===== src/rtl/wb_regfile_pkg.sv =====
// ---------------------------------------------------------------------------
// wb_regfile_pkg
//   Shared constants for the write-back stage / register file slice.
//   DEF_DATA_W / DEF_ADDR_W : default register width and index width
//   ZERO_WORD               : all-zero data word
//   REG_ZERO                : hardwired-zero register index
//   WRITE_EN / WRITE_DIS    : write-enable levels
//   READ_EN  / READ_DIS     : read-enable levels
// ---------------------------------------------------------------------------
package wb_regfile_pkg;

   localparam int DEF_DATA_W = 32;
   localparam int DEF_ADDR_W = 5;

   localparam logic [DEF_DATA_W-1:0] ZERO_WORD = '0;
   localparam logic [DEF_ADDR_W-1:0] REG_ZERO  = '0;

   localparam logic WRITE_EN  = 1'b1;
   localparam logic WRITE_DIS = 1'b0;
   localparam logic READ_EN   = 1'b1;
   localparam logic READ_DIS  = 1'b0;

endpackage : wb_regfile_pkg


===== src/rtl/wb_regfile_if.sv =====
// ---------------------------------------------------------------------------
// wb_regfile_if
//   Bus between the pipeline (master) and the write-back/register-file stage
//   (slave).
//   i_stall, i_flush                     : pipeline control
//   i_wreg, i_wreg_addr, i_wreg_data     : MEM-stage write-back request
//   i_re1, i_raddr1 / o_rdata1           : decode read port 1
//   i_re2, i_raddr2 / o_rdata2           : decode read port 2
//   o_wb_valid                           : WB latch holds a pending write
// ---------------------------------------------------------------------------
interface wb_regfile_if
   import wb_regfile_pkg::*;
#(
   parameter int DATA_W = DEF_DATA_W,
   parameter int ADDR_W = DEF_ADDR_W
);

   logic              i_stall;
   logic              i_flush;
   logic              i_wreg;
   logic [ADDR_W-1:0] i_wreg_addr;
   logic [DATA_W-1:0] i_wreg_data;
   logic              i_re1;
   logic [ADDR_W-1:0] i_raddr1;
   logic [DATA_W-1:0] o_rdata1;
   logic              i_re2;
   logic [ADDR_W-1:0] i_raddr2;
   logic [DATA_W-1:0] o_rdata2;
   logic              o_wb_valid;

   modport master (
      output i_stall, i_flush,
      output i_wreg, i_wreg_addr, i_wreg_data,
      output i_re1, i_raddr1, i_re2, i_raddr2,
      input  o_rdata1, o_rdata2, o_wb_valid
   );

   modport slave (
      input  i_stall, i_flush,
      input  i_wreg, i_wreg_addr, i_wreg_data,
      input  i_re1, i_raddr1, i_re2, i_raddr2,
      output o_rdata1, o_rdata2, o_wb_valid
   );

endinterface : wb_regfile_if


===== src/rtl/wb_regfile_array.sv =====
// ---------------------------------------------------------------------------
// regfile_array
//   2**ADDR_W x DATA_W architectural register storage: one synchronous write
//   port, two asynchronous read ports, asynchronous clear. Index 0 is never
//   written, so it always reads zero.
//   clk, rst_n            : clock (rising edge), async active-low clear
//   i_we/i_waddr/i_wdata  : write port
//   i_raddr1 / o_rdata1   : read port 1
//   i_raddr2 / o_rdata2   : read port 2
// ---------------------------------------------------------------------------
module regfile_array
   import wb_regfile_pkg::*;
#(
   parameter int DATA_W = DEF_DATA_W,
   parameter int ADDR_W = DEF_ADDR_W
) (
   input  logic              clk,
   input  logic              rst_n,
   input  logic              i_we,
   input  logic [ADDR_W-1:0] i_waddr,
   input  logic [DATA_W-1:0] i_wdata,
   input  logic [ADDR_W-1:0] i_raddr1,
   output logic [DATA_W-1:0] o_rdata1,
   input  logic [ADDR_W-1:0] i_raddr2,
   output logic [DATA_W-1:0] o_rdata2
);

   localparam int unsigned DEPTH = 2**ADDR_W;

   logic [DATA_W-1:0] r_mem [DEPTH];

   always_ff @(posedge clk or negedge rst_n) begin
      if (!rst_n) begin
         for (int unsigned i = 0; i < DEPTH; i++) begin
            r_mem[i] <= '0;
         end
      end else if ((i_we == WRITE_EN) && (i_waddr != ADDR_W'(REG_ZERO))) begin
         r_mem[i_waddr] <= i_wdata;
      end
   end

   assign o_rdata1 = r_mem[i_raddr1];
   assign o_rdata2 = r_mem[i_raddr2];

endmodule : regfile_array


===== src/rtl/wb_regfile.sv =====
// ---------------------------------------------------------------------------
// wb_regfile
//   Write-back stage and architectural register file. Captures the MEM-stage
//   write request in a MEM/WB latch, commits it to the array on the following
//   unstalled edge, and serves two combinational read ports that bypass the
//   pending latch so decode never sees stale data.
//   clk    : core clock, rising edge
//   rst_n  : asynchronous reset, active low
//   bus    : wb_regfile_if.slave (stall/flush, write request, read ports,
//            o_wb_valid)
// ---------------------------------------------------------------------------
module wb_regfile
   import wb_regfile_pkg::*;
#(
   parameter int DATA_W = DEF_DATA_W,
   parameter int ADDR_W = DEF_ADDR_W
) (
   input  logic        clk,
   input  logic        rst_n,
   wb_regfile_if.slave bus
);

   logic              r_valid;
   logic [ADDR_W-1:0] r_addr;
   logic [DATA_W-1:0] r_data;

   logic              w_commit;
   logic [DATA_W-1:0] w_arr1;
   logic [DATA_W-1:0] w_arr2;

   // Flush only discards the incoming request; the write already sitting in
   // the latch still commits on this edge unless the pipeline is stalled.
   always_ff @(posedge clk or negedge rst_n) begin
      if (!rst_n) begin
         r_valid <= 1'b0;
         r_addr  <= '0;
         r_data  <= '0;
      end else if (bus.i_flush) begin
         r_valid <= 1'b0;
      end else if (!bus.i_stall) begin
         r_valid <= (bus.i_wreg == WRITE_EN) && (bus.i_wreg_addr != ADDR_W'(REG_ZERO));
         r_addr  <= bus.i_wreg_addr;
         r_data  <= bus.i_wreg_data;
      end
   end

   assign w_commit = r_valid && !bus.i_stall;

   regfile_array #(
      .DATA_W (DATA_W),
      .ADDR_W (ADDR_W)
   ) u_array (
      .clk      (clk),
      .rst_n    (rst_n),
      .i_we     (w_commit),
      .i_waddr  (r_addr),
      .i_wdata  (r_data),
      .i_raddr1 (bus.i_raddr1),
      .o_rdata1 (w_arr1),
      .i_raddr2 (bus.i_raddr2),
      .o_rdata2 (w_arr2)
   );

   function automatic logic [DATA_W-1:0] read_sel(
      input logic              re,
      input logic [ADDR_W-1:0] raddr,
      input logic [DATA_W-1:0] arr
   );
      if (re != READ_EN || raddr == ADDR_W'(REG_ZERO)) begin
         return '0;
      end else if (r_valid && (r_addr == raddr)) begin
         return r_data;
      end else begin
         return arr;
      end
   endfunction

   always_comb begin
      bus.o_rdata1 = read_sel(bus.i_re1, bus.i_raddr1, w_arr1);
      bus.o_rdata2 = read_sel(bus.i_re2, bus.i_raddr2, w_arr2);
   end

   assign bus.o_wb_valid = r_valid;

endmodule : wb_regfile


===== src/flat_wrapper.sv =====
// flat-port wrapper written by rule: the top's interface ports become plain ports
module wb_regfile_flat import wb_regfile_pkg::*;
#(
   parameter int DATA_W = DEF_DATA_W,
   parameter int ADDR_W = DEF_ADDR_W
)
  (clk, rst_n, bus_i_stall, bus_i_flush, bus_i_wreg, bus_i_wreg_addr, bus_i_wreg_data, bus_i_re1, bus_i_raddr1, bus_i_re2, bus_i_raddr2, bus_o_rdata1, bus_o_rdata2, bus_o_wb_valid);
  wb_regfile_if #(.DATA_W(DATA_W), .ADDR_W(ADDR_W)) bus_i ();
  input  logic clk;
  input  logic rst_n;
  input wire logic [$bits(bus_i.i_stall)-1:0] bus_i_stall;
  input wire logic [$bits(bus_i.i_flush)-1:0] bus_i_flush;
  input wire logic [$bits(bus_i.i_wreg)-1:0] bus_i_wreg;
  input wire logic [$bits(bus_i.i_wreg_addr)-1:0] bus_i_wreg_addr;
  input wire logic [$bits(bus_i.i_wreg_data)-1:0] bus_i_wreg_data;
  input wire logic [$bits(bus_i.i_re1)-1:0] bus_i_re1;
  input wire logic [$bits(bus_i.i_raddr1)-1:0] bus_i_raddr1;
  input wire logic [$bits(bus_i.i_re2)-1:0] bus_i_re2;
  input wire logic [$bits(bus_i.i_raddr2)-1:0] bus_i_raddr2;
  output wire logic [$bits(bus_i.o_rdata1)-1:0] bus_o_rdata1;
  output wire logic [$bits(bus_i.o_rdata2)-1:0] bus_o_rdata2;
  output wire logic [$bits(bus_i.o_wb_valid)-1:0] bus_o_wb_valid;
  assign bus_i.i_stall = bus_i_stall;
  assign bus_i.i_flush = bus_i_flush;
  assign bus_i.i_wreg = bus_i_wreg;
  assign bus_i.i_wreg_addr = bus_i_wreg_addr;
  assign bus_i.i_wreg_data = bus_i_wreg_data;
  assign bus_i.i_re1 = bus_i_re1;
  assign bus_i.i_raddr1 = bus_i_raddr1;
  assign bus_i.i_re2 = bus_i_re2;
  assign bus_i.i_raddr2 = bus_i_raddr2;
  assign bus_o_rdata1 = bus_i.o_rdata1;
  assign bus_o_rdata2 = bus_i.o_rdata2;
  assign bus_o_wb_valid = bus_i.o_wb_valid;
  wb_regfile #(.DATA_W(DATA_W), .ADDR_W(ADDR_W)) u_core (.clk(clk), .rst_n(rst_n), .bus(bus_i));
endmodule

===== config.mk =====
export PLATFORM = sky130hd
export DESIGN_NAME = wb_regfile_flat
export DESIGN_NICKNAME = d
export VERILOG_FILES = /design/src/rtl/wb_regfile_pkg.sv /design/src/rtl/wb_regfile_if.sv /design/src/rtl/wb_regfile_array.sv /design/src/rtl/wb_regfile.sv /design/src/flat_wrapper.sv
export SDC_FILE = /design/constraint.sdc
export NUM_CORES = 2
export LEC_CHECK = 0
export CAP_MARGIN = 10
export CORE_ASPECT_RATIO = 1.5
export CORE_UTILIZATION = 40
export DETAILED_ROUTE_END_ITERATION = 6
export PLACE_DENSITY = 0.6
export SETUP_SLACK_MARGIN = 0.15
export SLEW_MARGIN = 30
export SYNTH_ARGS = -nofsm -noshare
export SYNTH_HDL_FRONTEND = slang
export SYNTH_SLANG_ARGS = --single-unit

===== constraint.sdc =====
create_clock -name clk -period 3.79 [get_ports clk]
set_clock_uncertainty 0.2 [all_clocks]
set_input_delay 0.379 -clock clk [delete_from_list [all_inputs] [get_ports clk]]
set_output_delay 0.379 -clock clk [all_outputs]
set_load 0.01 [all_outputs]

==> metrics.yaml <==
drt:
  detail_route.vias_per_cell: 6.334
  ant_nets: 0
  drt_wl_total_mm: 192.4
  drc_errors: 0
  first_pass_iters: 5
  wl_per_cell_microns: 33.72
  drt-initial-drc-count: 2892
  dr_total_vias: 36160
clock_network:
  cts_tree: "built"
  insertion_delay_ns: 0.73
  cts_made_buffers: 103
  cts_root_buffer: "clkbuf_16"
  clk_path_buf_depth: 3
  clock_sinks: 1062
  cts-htree-levels: 3
  cts.clk_slew.worst_paths_ns: 0.07
floorplanning:
  die_y_microns: 464.6
  ios: 119
  dieArea_sq_mm: 0.1442
  initial_core_util: 0.4035
  num_rows: 169
  core_area_sq_mm: 0.1415
  die_width_microns: 310.4
power:
  power_density_mw_per_mm2: 454.4
  leakage_uw: 0.02975
  peakVddDrop_v: 0.0003626
finish:
  multi_input_area_sq_mm: 0.02912
  synthToLayoutAreaGrowth_pct: 16.54
  fin_cells: 5708
  nets: 3793
  drive_above_1_share: 0.6007
  nFillCells: 12210
  final_area_sq_mm: 0.06652
  regArea_sq_mm: 0.02658
placed_design:
  post-place-ws_ns: 0.05286
  place.gp.congestion: 0.8354
  placed_area_sq_mm: 0.06196
  hpwl_mm: 120.6
  dp.cells: 5487
  io_buffers: 118
synthesis:
  synthFlopType: "dfrtp_1"
  synth.most_common_cell: "dfrtp_1"
  syn_area_sq_mm: 0.05707
  ys_seq_area_frac: 0.4656
  synth_common_cells: "dfrtp_1 (1,062), mux2_2 (1,051), mux4_2 (511)"
  yosysUniqueCellTypes: 48
  syn_avg_cell_area_sq_um: 15.61
  synthArstFlopShare: 1.000
  synth_largest_area_cell: "dfrtp_1"
  synth.top_cells.by_area: "dfrtp_1 (47%), mux2_2 (21%), mux4_2 (20%)"
  syn-num-nets: 3710
  synth_edf_count: 0
  ys_seq_elements: 1062
  yosysWarnings: 0
  synthCells: 3656
  synth_top_cell_area_share: 0.4656
worst_setup_path:
  worst_ep_arrival_time_ns: 3.22
  worstSetupEndpointType: "output port"
  worstSetupStartpoint: "u_core.r_addr[2]$_DFFE_PN0P_"
  crit_fanout: 11
  r2r-start: "u_core.r_addr[0]$_DFFE_PN0P_"
  critPathLaunchType: "flop"
  ff2ff_path_depth: 6
  reg2reg_slack_ns: 0.82
  required_ns: 3.21
  critPathKind: "reg2out"
  r2r-end: "u_core.u_array.r_mem[175]$_DFFE_PN0P_"
global_route:
  grtUsageTotal: 0.2710
  antenna_found_initial: 6
  globalRoute.totalOverflow: 0
  first_global_vias: 38380
  grt_pass1_wl_mm: 279.2
  grt_max_degree: 128
outcome:
  failed_checks: "negative setup slack"
  status: "complete, but fails checks"
min_path:
  hold_depth: 2
  worstHoldStart: "bus_i_wreg_data[5]"
  hp-class: "in2reg"
  holdPathEnd: "u_core.r_data[5]$_DFFE_PN0P_"
flow_run:
  max-cap-violations: 0
sta:
  final-setup-viol-count: 1
  slew_violations: 0
  fin_ws_ns: -0.005034
  slew_headroom: 0.3932
  hold_viol_final: 0
  period_minus_slack_ns: 3.795
  worstMarginPinSlew_ns: 0.9072
  rsz0062_at_grt: "yes"
  fin_crit_sh: 1.001
  max_clock_freq_mhz: 263.5
==> cell type report <==
type	instances	area share
inverters	3	0.0001693
diodes	3	0.0001129
repair buffers	420	0.07203
flip-flops and latches	1062	0.3996
well taps	1881	0.03538
clock buffers	137	0.04404
clock inverters	53	0.01082
multi-input cells	2149	0.4378
==> power breakdown <==
group	total, uW	switching (uW)	leakage [uW]	internal [uW]
clock network	11300	4770	0.00179	6530
logic	5370	2520	0.0134	2850
registers	13500	1000	0.0146	12500
total	30200	8300	0.0298	21900
==> state kept, by name (all words and copies together) (netlist names) <==
signal / flops
u_core.u_array.r_mem: 1024
u_core.r_data: 32
u_core.r_addr: 5
u_core.bus.o_wb_valid: 1
==> what timing repair did <==
item	CTS	global route
buffers inserted	15	7
resized for setup	188	16
pin swaps	15	8
cloned	2	1
setup endpoints to repair	64	26
hold buffers	3	0
hold endpoints to repair	524	0
==> routing by layer <==
metal,vias to the layer above,share of wire,track usage
li1,14500,-,-
met1,19970,0.39,0.3400
met2,1290,0.51,0.4625
met3,397,0.053,0.03770
met4,4,0.047,0.1213
met5,-,0.00015,0
==> stage by stage <==
| step | util | hold WS (ns) | power, uW | setup TNS [ns] |
|---|---|---|---|---|
| global route | 0.4702 | 0.05085 | 31290 | -0.01173 |
| global placement | 0.4378 | 0.1751 | 18760 | -0.1810 |
| finish | 0.4702 | 0.05631 | 30220 | -0.005034 |
| CTS | 0.4691 | 0.01080 | 30360 | -0.3633 |
| detailed placement | 0.4380 | 0.1747 | 18910 | 0 |
| floorplan | - | -0.1166 | 16870 | 0 |
==> how the worst max path moves through the flow <==
| stage | endpoint | slack (ns) | cells past startpoint |
|---|---|---|---|
| floorplan | bus_o_rdata1[22] | 1.30 | 8 |
| global placement | bus_o_rdata2[29] | -0.05 | 6 |
| detailed placement | bus_o_rdata2[11] | 0.05 | 7 |
| CTS | bus_o_rdata2[27] | -0.09 | 7 |
| global route | bus_o_rdata2[27] | -0.01 | 7 |
| finish | bus_o_rdata2[27] | -0.005 | 7 |
==> kinds of logic after synthesis <==
logic type                count (synthesis)  synth area share
xor gates and xnor gates                 10          0.001666
DFF                                    1062            0.4656
and+or+nand+nor                          78          0.007826
AOI/OAI and AO/OA                       328           0.04442
muxes                                  1733            0.4419
buffers and inverters                   445           0.03856
==> cells in the final DEF (no fill, tap or decap), drive strengths merged, types with 17 or more instances in the layout <==
| cell | n |
|---|---|
| dfrtp | 1062 |
| clkdlybuf4s15 | 17 |
| o221a | 63 |
| clkinv | 27 |
| clkdlybuf4s50 | 48 |
| dlygate4sd2 | 23 |
| a211oi | 63 |
| mux2 | 1093 |
| buf | 323 |
| o22ai | 127 |
| mux4 | 511 |
| clkbuf | 140 |
| mux2i | 129 |
| o31ai | 64 |
==> critical path, cell delays in order, from the launching register on <==
cell and delay [ns]:
dfrtp_2 0.49, xnor2_4 0.26, nand4_4 0.18, buf_8 0.21, o221a_2 0.33, a211oi_4 0.29
buf_4 0.17, clkdlybuf4s50_1 0.54
Note: power is estimated with default switching activity, not from simulation.
